`config.mk`:
```
export PLATFORM = sky130hd
export DESIGN_NAME = p256_sqr_chain
export DESIGN_NICKNAME = d
export VERILOG_FILES = /design/src/rtl/p256_sqr_chain.sv
export SDC_FILE = /design/constraint.sdc
export NUM_CORES = 1
export LEC_CHECK = 0
export CAP_MARGIN = 20
export CORE_MARGIN = 8
export CORE_UTILIZATION = 50
export DETAILED_ROUTE_END_ITERATION = 16
export MAX_ROUTING_LAYER = met4
export PLACE_DENSITY = 0.67
export SKIP_LAST_GASP = 1
export SYNTH_ARGS = -nofsm -noshare
export SYNTH_HDL_FRONTEND = slang
export SYNTH_SLANG_ARGS = --single-unit
```
`constraint.sdc`:
```
create_clock -name clk_i -period 3.9 [get_ports clk_i]
set_clock_uncertainty 0.15 [all_clocks]
set_input_delay 0.39 -clock clk_i [delete_from_list [all_inputs] [get_ports clk_i]]
set_output_delay 0.39 -clock clk_i [all_outputs]
set_load 0.01 [all_outputs]
```
`src/rtl/p256_sqr_chain.sv`:
```
// ----------------------------------------------------------------------------
// p256_sqr_chain
//
// Sequencer that runs an external P-256 modular squaring core k times back to
// back, producing x^(2^k) mod P. Two 8x32 operand banks are ping-ponged: the
// core reads its operand from bank[sel] and writes its result to bank[~sel].
// After each squaring, sel flips so the new result becomes the next operand.
//
// Ports
//   clk_i, rst_i          clock, asynchronous active-high reset
//   start_i, count_i      begin a chain of count_i squarings (sampled in IDLE)
//   busy_o, done_o        chain in progress / one-cycle completion pulse
//   ld_wren_i/addr/data   host operand load into bank[sel] (IDLE only)
//   rd_addr_i, rd_data_o  combinational readback of bank[sel]
//   sq_ena_o, sq_rdy_i    registered enable / completion flag to the core
//   sq_a_addr_i,
//   sq_a_din_o            core operand read port, 1-cycle registered latency
//   sq_d_addr_i,
//   sq_d_wren_i,
//   sq_d_dout_i           core result write port into bank[~sel] (RUN only)
// ----------------------------------------------------------------------------
module p256_sqr_chain #(
   parameter int COUNT_W = 8
) (
   input  logic               clk_i,
   input  logic               rst_i,
   input  logic               start_i,
   input  logic [COUNT_W-1:0] count_i,
   output logic               busy_o,
   output logic               done_o,
   input  logic               ld_wren_i,
   input  logic [2:0]         ld_addr_i,
   input  logic [31:0]        ld_data_i,
   input  logic [2:0]         rd_addr_i,
   output logic [31:0]        rd_data_o,
   output logic               sq_ena_o,
   input  logic               sq_rdy_i,
   input  logic [2:0]         sq_a_addr_i,
   output logic [31:0]        sq_a_din_o,
   input  logic [2:0]         sq_d_addr_i,
   input  logic               sq_d_wren_i,
   input  logic [31:0]        sq_d_dout_i
);

   typedef enum logic [2:0] {
      S_IDLE = 3'd0,
      S_RUN  = 3'd1,
      S_SWAP = 3'd2,
      S_GAP  = 3'd3,
      S_DONE = 3'd4
   } state_t;

   state_t             state_q, state_d;
   logic               sel_q,   sel_d;
   logic [COUNT_W-1:0] rem_q,   rem_d;
   logic               ena_q,   ena_d;
   logic [31:0]        a_din_q;

   // Operand banks; contents deliberately have no reset.
   logic [31:0]        bank_q [2][8];

   // -------------------------------------------------------------------------
   // State register (plus the control registers that move with it)
   // -------------------------------------------------------------------------
   always_ff @(posedge clk_i or posedge rst_i) begin
      if (rst_i) begin
         state_q <= S_IDLE;
         sel_q   <= 1'b0;
         rem_q   <= '0;
         ena_q   <= 1'b0;
      end else begin
         state_q <= state_d;
         sel_q   <= sel_d;
         rem_q   <= rem_d;
         ena_q   <= ena_d;
      end
   end

   // -------------------------------------------------------------------------
   // Next-state logic
   // -------------------------------------------------------------------------
   always_comb begin
      state_d = state_q;
      sel_d   = sel_q;
      rem_d   = rem_q;
      ena_d   = ena_q;
      case (state_q)
         S_IDLE: begin
            if (start_i) begin
               if (count_i == '0) begin
                  // Zero-length chain: operand already is the result.
                  state_d = S_DONE;
               end else begin
                  rem_d   = count_i;
                  ena_d   = 1'b1;
                  state_d = S_RUN;
               end
            end
         end
         S_RUN: begin
            if (sq_rdy_i) begin
               ena_d   = 1'b0;
               state_d = S_SWAP;
            end
         end
         S_SWAP: begin
            sel_d = ~sel_q;
            rem_d = rem_q - COUNT_W'(1);
            state_d = (rem_q == COUNT_W'(1)) ? S_DONE : S_GAP;
         end
         S_GAP: begin
            // Wait out any rdy still held from the previous squaring so it is
            // not mistaken for completion of the next one.
            if (!sq_rdy_i) begin
               ena_d   = 1'b1;
               state_d = S_RUN;
            end
         end
         S_DONE: begin
            state_d = S_IDLE;
         end
         default: begin
            state_d = S_IDLE;
            ena_d   = 1'b0;
         end
      endcase
   end

   // -------------------------------------------------------------------------
   // Output logic
   // -------------------------------------------------------------------------
   always_comb begin
      busy_o = (state_q == S_RUN) || (state_q == S_SWAP) || (state_q == S_GAP);
      done_o = (state_q == S_DONE);
   end

   assign sq_ena_o   = ena_q;
   assign sq_a_din_o = a_din_q;
   assign rd_data_o  = bank_q[sel_q][rd_addr_i];

   // -------------------------------------------------------------------------
   // Bank writes. Host loads (IDLE) and core writes (RUN) occupy disjoint
   // states, so a single priority chain never drops a legal write.
   // -------------------------------------------------------------------------
   always_ff @(posedge clk_i) begin
      if (ld_wren_i && (state_q == S_IDLE)) begin
         bank_q[sel_q][ld_addr_i] <= ld_data_i;
      end else if (sq_d_wren_i && (state_q == S_RUN)) begin
         bank_q[~sel_q][sq_d_addr_i] <= sq_d_dout_i;
      end
   end

   // Core operand port behaves like a synchronous RAM read of the source bank.
   always_ff @(posedge clk_i or posedge rst_i) begin
      if (rst_i) begin
         a_din_q <= '0;
      end else begin
         a_din_q <= bank_q[sel_q][sq_a_addr_i];
      end
   end

endmodule

```
After elaboration in Yosys (flattened, before gate mapping)
Memory sizes are Yosys's and may differ from the RTL's.
Index checks and enable logic that the tools add are counted.

word-level totals
  flip-flop bits (word level) = 45
  bits in writable memories = 512
  input bits = 90
  output and inout port bits = 67
  word-level logic and storage cells = 74
  memories = 1

cells by class
  add/subtract/negate cells = 1
  $lt $le $gt $ge = 6
  equality and inequality tests = 9
  multiplexer cells = 32
  bitwise operators = 6
  reduce and logical (&&, ||, !) cells = 14

memories
  name    words  bits a word  read ports  clocked after memory_dff  wr ports  line  RTL
  bank_q  2      256          1           0                         1         60    logic [31:0] bank_q [2][8];

operator list
  cell                 count
  $mux 256             4
  $reduce_or 256->1    1
  $bmux 32 s3          2
  $demux 32 s3         2
  $mux 32              6
  $ge 4x4->1 const B   4
  $mux 8               2
  $not 3->4            4
  $pmux 8 s2           1
  $mux 3               5
  $pmux 3 s4           1
  $eq 8x1->1 const B   1
  $logic_not 8->1      1
  $lt 4x1->1 const B   2
  $mux 1               8
  $ne 2x2->1 const B   4
  $sub 8x1->8 const B  1
  $eq 3x2->1 const B   2
  $reduce_and 3->1     2
  $reduce_and 5->1     1
  $logic_and 1x1->1    4
  $pmux 1 s4           1
  $eq 3x1->1 const B   1
  $eq 3x3->1 const B   1
  other kinds (5)      7

Depth between registers and ports, before layout
Gate-level depths: netlist of the first run.

  depth in word-level cells = 8
  mapped depth = 6
  mapped depth without buffers = 5

Worst setup path before layout of the first run
Ideal clock, no wire load.

  kind = flip-flop to flip-flop
  start = reg state_q[1]
  end = mem bank_q[0][100] (netlist name) (enable)
  setup time = 0.421 ns
  arrival time = 2.632 ns
  required time = 3.329 ns
  setup slack = 0.697 ns
  stages on the path, launching flop included = 7
  path buffers = 2
  clock period less this slack = 3.203 ns
  cell sequence = dfrtp_1 -> buf_4 -> and4bb_2 -> buf_4 -> nor2b_1 -> a32oi_1 -> nor2_1

on the way
  cells in the longest elaborated chain, start to end = 7
  elaborated cells between the ends (all ways) = 12
  those cells by class = 1 x eq/ne; 7 x mux; 4 x reduce/logical

ends and longest elaborated chain
  item                                                 line  RTL
  start: declaration                                   53    state_t state_q, state_d;
  start signal: assignment                             72    state_q <= state_d;
  $eq 3x1->1                                           148   end else if (sq_d_wren_i && (state_q == S_RUN)) begin
  $logic_and 1x1->1                                    148
  $mux 1                                               148
  $mux 1                                               146   if (ld_wren_i && (state_q == S_IDLE)) begin
  $mux 256 (implied by the code)                       149   bank_q[~sel_q][sq_d_addr_i] <= sq_d_dout_i;
  $reduce_or 256->1 (no source line)                   --
  $mux 1 (no source line) or $mux 256 (tied branches)  --
  end: declaration                                     60

Parallel ways exist; a longest one is shown, timed or not.

Worst setup path in the final report of the first run
  start = reg sel_q
  end = out rd_data_o[18]

on the way
  cells in the longest elaborated chain, start to end = 4

ends and longest elaborated chain
  item                                         line  RTL
  start: declaration                           54    logic sel_q, sel_d;
  start signal: assignment                     73    sel_q <= sel_d;
  $mem_v2 2x256                                --
  $bmux 32 s3                                  139   assign rd_data_o = bank_q[sel_q][rd_addr_i];
  $mux 32 (implied by the code) (2 in series)  139
  end: declaration                             35    output logic [31:0] rd_data_o,

Every way passes these cells. The select of a mux whose other input is x is not followed.

==> run metrics, run 1 <==
starting density of the core 50.2%; final design utilization 59.1%; synth warn 0; Synth Net Count 1340; M2 GR Usage 36.3%; antenna-violating nets left 0; Synth-to-Final Area Change 17.8%; core area 0.0498 mm²; setup bufs post-CTS 0; Clock Sink Count 557; PwrDens 612 mW/mm²; Routed WL 63.4 mm; Via density 6.53; Post-DP Area 0.0276 mm²; fraction of layout cells with a size suffix above 1 31.4%; post-synthesis sequential area ratio 66.1%; vias in the first global route 14900; hpwl dp 38.7 mm; First DRT Iteration DRCs 1202; register-to-register setup slack 0.90 ns; leakage 0.00934 µW; Final nets 1519; Final Setup Violations 0; GRT Residual Overflow 0; max cap viols 0; largest net degree at the start of global routing 43; total number of vias 14000; RSZ-0062 raised after global routing no; power consumption 18000 µW; run status finished clean; total CTS buffers 56; fillers 3625; global route hottest layer met2; H-tree depth 2; CP Launch Type register; Slew HR 40.8%; Mapped Cells 1248; peak supply drop 0.367 mV; WL/cell 29.6 µm; crit path from sel_q; commonest non-fill, non-tap cell in the layout edfxtp_1; fin crit period 3.60 ns; Die Wd 239 µm; Reg clk slew, reported paths 0.06 ns; fmax 0.278 GHz; main flop type after synthesis edfxtp_1; Seq. cell area 0.0165 mm²; Port Buf Inserts 156; CTS root buf clkbuf_16; final hold viol count 0; Worst Path Required 3.36 ns; all-layer global routing usage 23.1%; asr flop ratio synth 8.08%; most frequent cells in the layout edfxtp_1 (512), mux4_2 (256), clkdlybuf4s50_1 (152); reg2reg start state_q[1]; Final period util 92.3%; die area 0.0573 mm²; register bit count reported by yosys 557; R2R cell count 6; max-slew violations 0; CTS Hold Bufs 0; CTS-repair resized insts 0; critical path arrival 3.06 ns; CTS tree done; first-pass iteration count of the detailed router 5; DR DRC count 0; RePlAce Congestion 0.783; Distinct cells, synth 47; initial antenna violation count 0; GR Util met1 31.2%; Site Rows 82; Clock Tree Buf Depth 3; Die Height 239 µm; first-pass GRT wire length 94.7 mm; Avg Synthesized Cell Area 20.0 µm²; worst setup path category register to output port; area of the multi-input gates 0.00803 mm²; setup TNS 0 ns; crit-path max FO 32; Min-Delay Path Class primary input to async pin; Post-synth EDFFs 512; met3 usage 3.90%; I/O pin cnt 157; final non-filler cell area 0.0294 mm²; worst-skew pair later-pin latency 0.60 ns; actual slew at the worst max-slew pin 0.888 ns; mapped cell area 0.0250 mm²; reg2reg end bank_q[1][142]; CP Capture Type output port; ANT cells 0
==> Yosys cell counts, drive strengths merged, types with 4 or more instances <==
master    n  area [µm²]
inv       7        26.3
mux4    256        5770
dfrtp    45        1130
mux2     33         372
a21oi     6        30.0
buf      51         368
clkbuf   42         158
nand2     5        18.8
nor4      4        25.0
edfxtp  512       15400
nand2b    5        31.3
a22oi     6        45.0
o32a      4        40.0
and2      7        43.8
o22ai   128         801
nor2     89         334
==> worst max-delay path: stages (launching register included) <==
cell             delay [ns]
dfrtp_4                0.68
buf_12                 0.31
mux4_2                 0.54
o22ai_1                0.29
nor2_1                 0.10
clkdlybuf4s50_1        0.51
==> cells by family (layout without fill, tap and decap cells) <==
kind of cell,count (synthesis),count (layout),synth area share [%]
AO/OA/AOI/OAI,162,162,4.24
flip-flops,557,557,66.1
XOR/XNOR,4,4,0.140
adder cells (fa/ha/maj),2,2,0.100
buffers and inverters,100,321,2.21
multiplexers,290,290,24.6
AND/OR/NAND/NOR,133,133,2.60
==> sequential cells by signal, indices dropped and copies added, names as in the netlist <==
signal	count
bank_q	512
sq_a_din_o	32
rem_q	8
state_q	3
sel_q	1
sq_ena_o	1
==> report_power, final <==
part	internal (µW)	total, µW	switching, µW
clock	3080	5280	2210
combinational	2710	5160	2450
sequential	7270	7560	290
==> metal layers <==
layer  part of all wire [%]  up-vias
li1                       -     5763
met1                     41     7472
met2                     49      616
met3                    7.7      128
met4                    2.7        0
met5                      0        -
==> how the worst max path moves through the flow <==
| stage | slack (ns) | cells past startpoint | to |
|---|---|---|---|
| 6_report | 0.30 | 5 | rd_data_o[18] |
| 2_1_floorplan | 0.70 | 6 | bank_q[0][100] |
| 3_5_place_dp | 0.56 | 6 | rd_data_o[27] |
| 4_1_cts | 0.26 | 5 | rd_data_o[5] |
| 5_1_grt | 0.16 | 5 | rd_data_o[18] |
| 3_3_place_gp | 0.52 | 6 | rd_data_o[31] |
==> area by class of cell <==
| cell class | count | area share [%] |
|---|---|---|
| flip-flops and latches | 557 | 56.1 |
| repair buffers | 214 | 7.56 |
| clock buffers | 76 | 5.37 |
| clock inverters | 24 | 0.719 |
| inverters | 7 | 0.0893 |
| well taps | 672 | 2.86 |
| multi-input cells | 591 | 27.3 |
==> metrics by stage <==
stage	setup WS [ns]	hold slack [ns]	std cells
finish	0.299	0.167	2141
global route	0.162	0.221	2141
CTS	0.260	0.169	2141
detailed placement	0.559	0.393	2041
global placement	0.524	0.377	2041
floorplan	0.697	0.349	1248
Note: power is estimated with default switching activity, not from simulation.
==> inputs of run 2 (changes only) <==
Settings changed: PLACE_DENSITY 0.67 to 0.68.
==> run 2 against run 1 <==
  * Register-to-register slack got worse by 0.20 ns
  * Combinational power shrank 1%
  * Design area grew 0.17%
  * Critical path depth did not move
  * Clock power grew 2%
  * Sequential power barely moved
  * Wire length shrank 1.9%
  * Core utilization up 0.10 points
==> run metrics, run 2 (synthesis results as in run 1) <==
vias in the first global route 14600 (-2.0%); GRT Residual Overflow 0 (unchanged); first-pass iteration count of the detailed router 5 (unchanged); fmax 0.267 GHz (-3.7%); starting density of the core 50.2% (unchanged); H-tree depth 2 (unchanged); Die Height 239 µm (unchanged); Hold Slack 0.0761 ns (-0.0908 ns); Port Buf Inserts 156 (unchanged); Largest register FFs 512 (unchanged); register-to-register setup slack 0.70 ns (-0.20 ns); routed wl met3 5.13 mm (+5.5%); Top reg by flops bank_q; total number of vias 13800 (-1.4%); First DRT Iteration DRCs 1337 (+11%); CP Launch Type register; worst-skew pair later-pin latency 0.61 ns (about the same); PwrDens 613 mW/mm² (+0.22%); fraction of layout cells with a size suffix above 1 31.2% (-0.25 points); Min-Delay Path Class primary input to async pin; CTS Hold Bufs 0 (unchanged); Final nets 1517 (-0.13%); WL met2 30.1 mm (-2.4%); Final period util 95.9% (+3.6 points); max-slew violations 0 (unchanged); initial antenna violation count 0 (unchanged); all-layer global routing usage 22.6% (-0.43 points); WL met1 25.1 mm (-3.5%); Die Wd 239 µm (unchanged); setup ws final 0.160 ns (-0.139 ns); final non-filler cell area 0.0295 mm² (+0.17%); final design utilization 59.2% (+0.10 points); DR top layer met4; ANT cells 0 (unchanged); Worst Path Required 3.36 ns (about the same); hpwl dp 38.1 mm (-1.6%); WL/cell 29.0 µm (-2.0%); DR DRC count 0 (unchanged); R2R cell count 5 (-1); fin crit period 3.74 ns (+0.139 ns); CTS root buf clkbuf_16; first-pass GRT wire length 92.7 mm (-2.1%); peak supply drop 0.320 mV (-13%); Setup WS pre-CTS 0.550 ns (-0.00911 ns); final hold viol count 0 (unchanged); run status finished clean; Clock Tree Buf Depth 3 (unchanged); leakage 0.00934 µW (about the same); setup bufs post-CTS 0 (unchanged); Site Rows 82 (unchanged); Via density 6.43 (-1.5%); commonest non-fill, non-tap cell in the layout edfxtp_1; I/O pin cnt 157 (unchanged); crit-path max FO 40 (+25%); largest net degree at the start of global routing 66 (+53%); Slew HR 37.1% (-3.7 points); antenna-violating nets left 0 (unchanged); CP Capture Type output port; setup TNS 0 ns (unchanged); reg2reg start state_q[1]; RSZ-0062 raised after global routing no; Synth-to-Final Area Change 18.0%; Routed WL 62.2 mm (-1.9%); worst setup path category register to output port; Crit-path slowest cell dfrtp_4; reg2reg end bank_q[0][153]; Post-DP Area 0.0276 mm² (about the same); CTS tree done; critical path arrival 3.20 ns (+0.14 ns); actual slew at the worst max-slew pin 0.941 ns (+0.0527 ns); CTS-repair resized insts 0 (unchanged); RePlAce Congestion 0.793 (+1.3%); CP cell instances buf_12 -> mux4_2 -> o22ai_1 -> nor2_1 -> clkdlybuf4s50_1; Reg clk slew, reported paths 0.06 ns (about the same); most frequent cells in the layout edfxtp_1 (512), mux4_2 (256), clkdlybuf4s50_1 (152); Clock Sink Count 557 (unchanged); core area 0.0498 mm² (unchanged); Largest stage delay, worst path 0.74 ns (+0.06 ns); max cap viols 0 (unchanged); die area 0.0573 mm² (unchanged); total CTS buffers 57 (+1.8%); Final Setup Violations 0 (unchanged)
-- run 2: where the power goes --
| part | switching (µW) | leakage (µW) | total (µW) | internal [µW] |
|---|---|---|---|---|
| logic | 2410 | 0.00332 | 5100 | 2700 |
| registers | 301 | 0.00512 | 7570 | 7270 |
| clock network | 2220 | 0.000897 | 5400 | 3180 |
-- run 2: how the worst max path moves through the flow --
stage	from	to	slack [ns]
after detailed placement	sq_d_wren_i	bank_q[0][130]	0.55
after floorplan	state_q[1]	bank_q[0][100]	0.70
after CTS	sel_q	rd_data_o[20]	0.11
after global placement	rd_addr_i[2]	rd_data_o[31]	0.57
after global routing	sel_q	rd_data_o[21]	0.01
final	sel_q	rd_data_o[20]	0.16
-- run 2: metrics by stage --
| stage | total power, µW | instances |
|---|---|---|
| 6_report | 18100 | 2143 |
| 5_1_grt | 18800 | 2143 |
| 2_1_floorplan | 11400 | 1248 |
| 3_5_place_dp | 12900 | 2038 |
| 3_3_place_gp | 12800 | 2038 |
| 4_1_cts | 18200 | 2143 |
-- run 2: layout make-up --
cell class | instances | area, µm²
clock buffers | 83 | 1610
clock inverters | 22 | 225
fillers | 3575 | 20300
inverters | 7 | 26.3
multi-input cells | 591 | 8030
flip-flops and latches | 557 | 16500
well taps | 672 | 841
repair buffers | 211 | 2230
-- run 2: metal layers --
layer | vias up | track usage, %
met5 | - | -
met1 | 7297 | 29.8
met2 | 618 | 35.3
met4 | 0 | 7.47
li1 | 5748 | -
met3 | 120 | 4.82
-- run 2: critical path: cells and delay by family, from the launching register on --
| family | cells | cell delay (ns) |
|---|---|---|
| AO/OA/AOI/OAI | 1 | 0.27 |
| multiplexers | 1 | 0.56 |
| buffers and inverters | 2 | 0.87 |
| flip-flops | 1 | 0.74 |
| AND/OR/NAND/NOR | 1 | 0.11 |
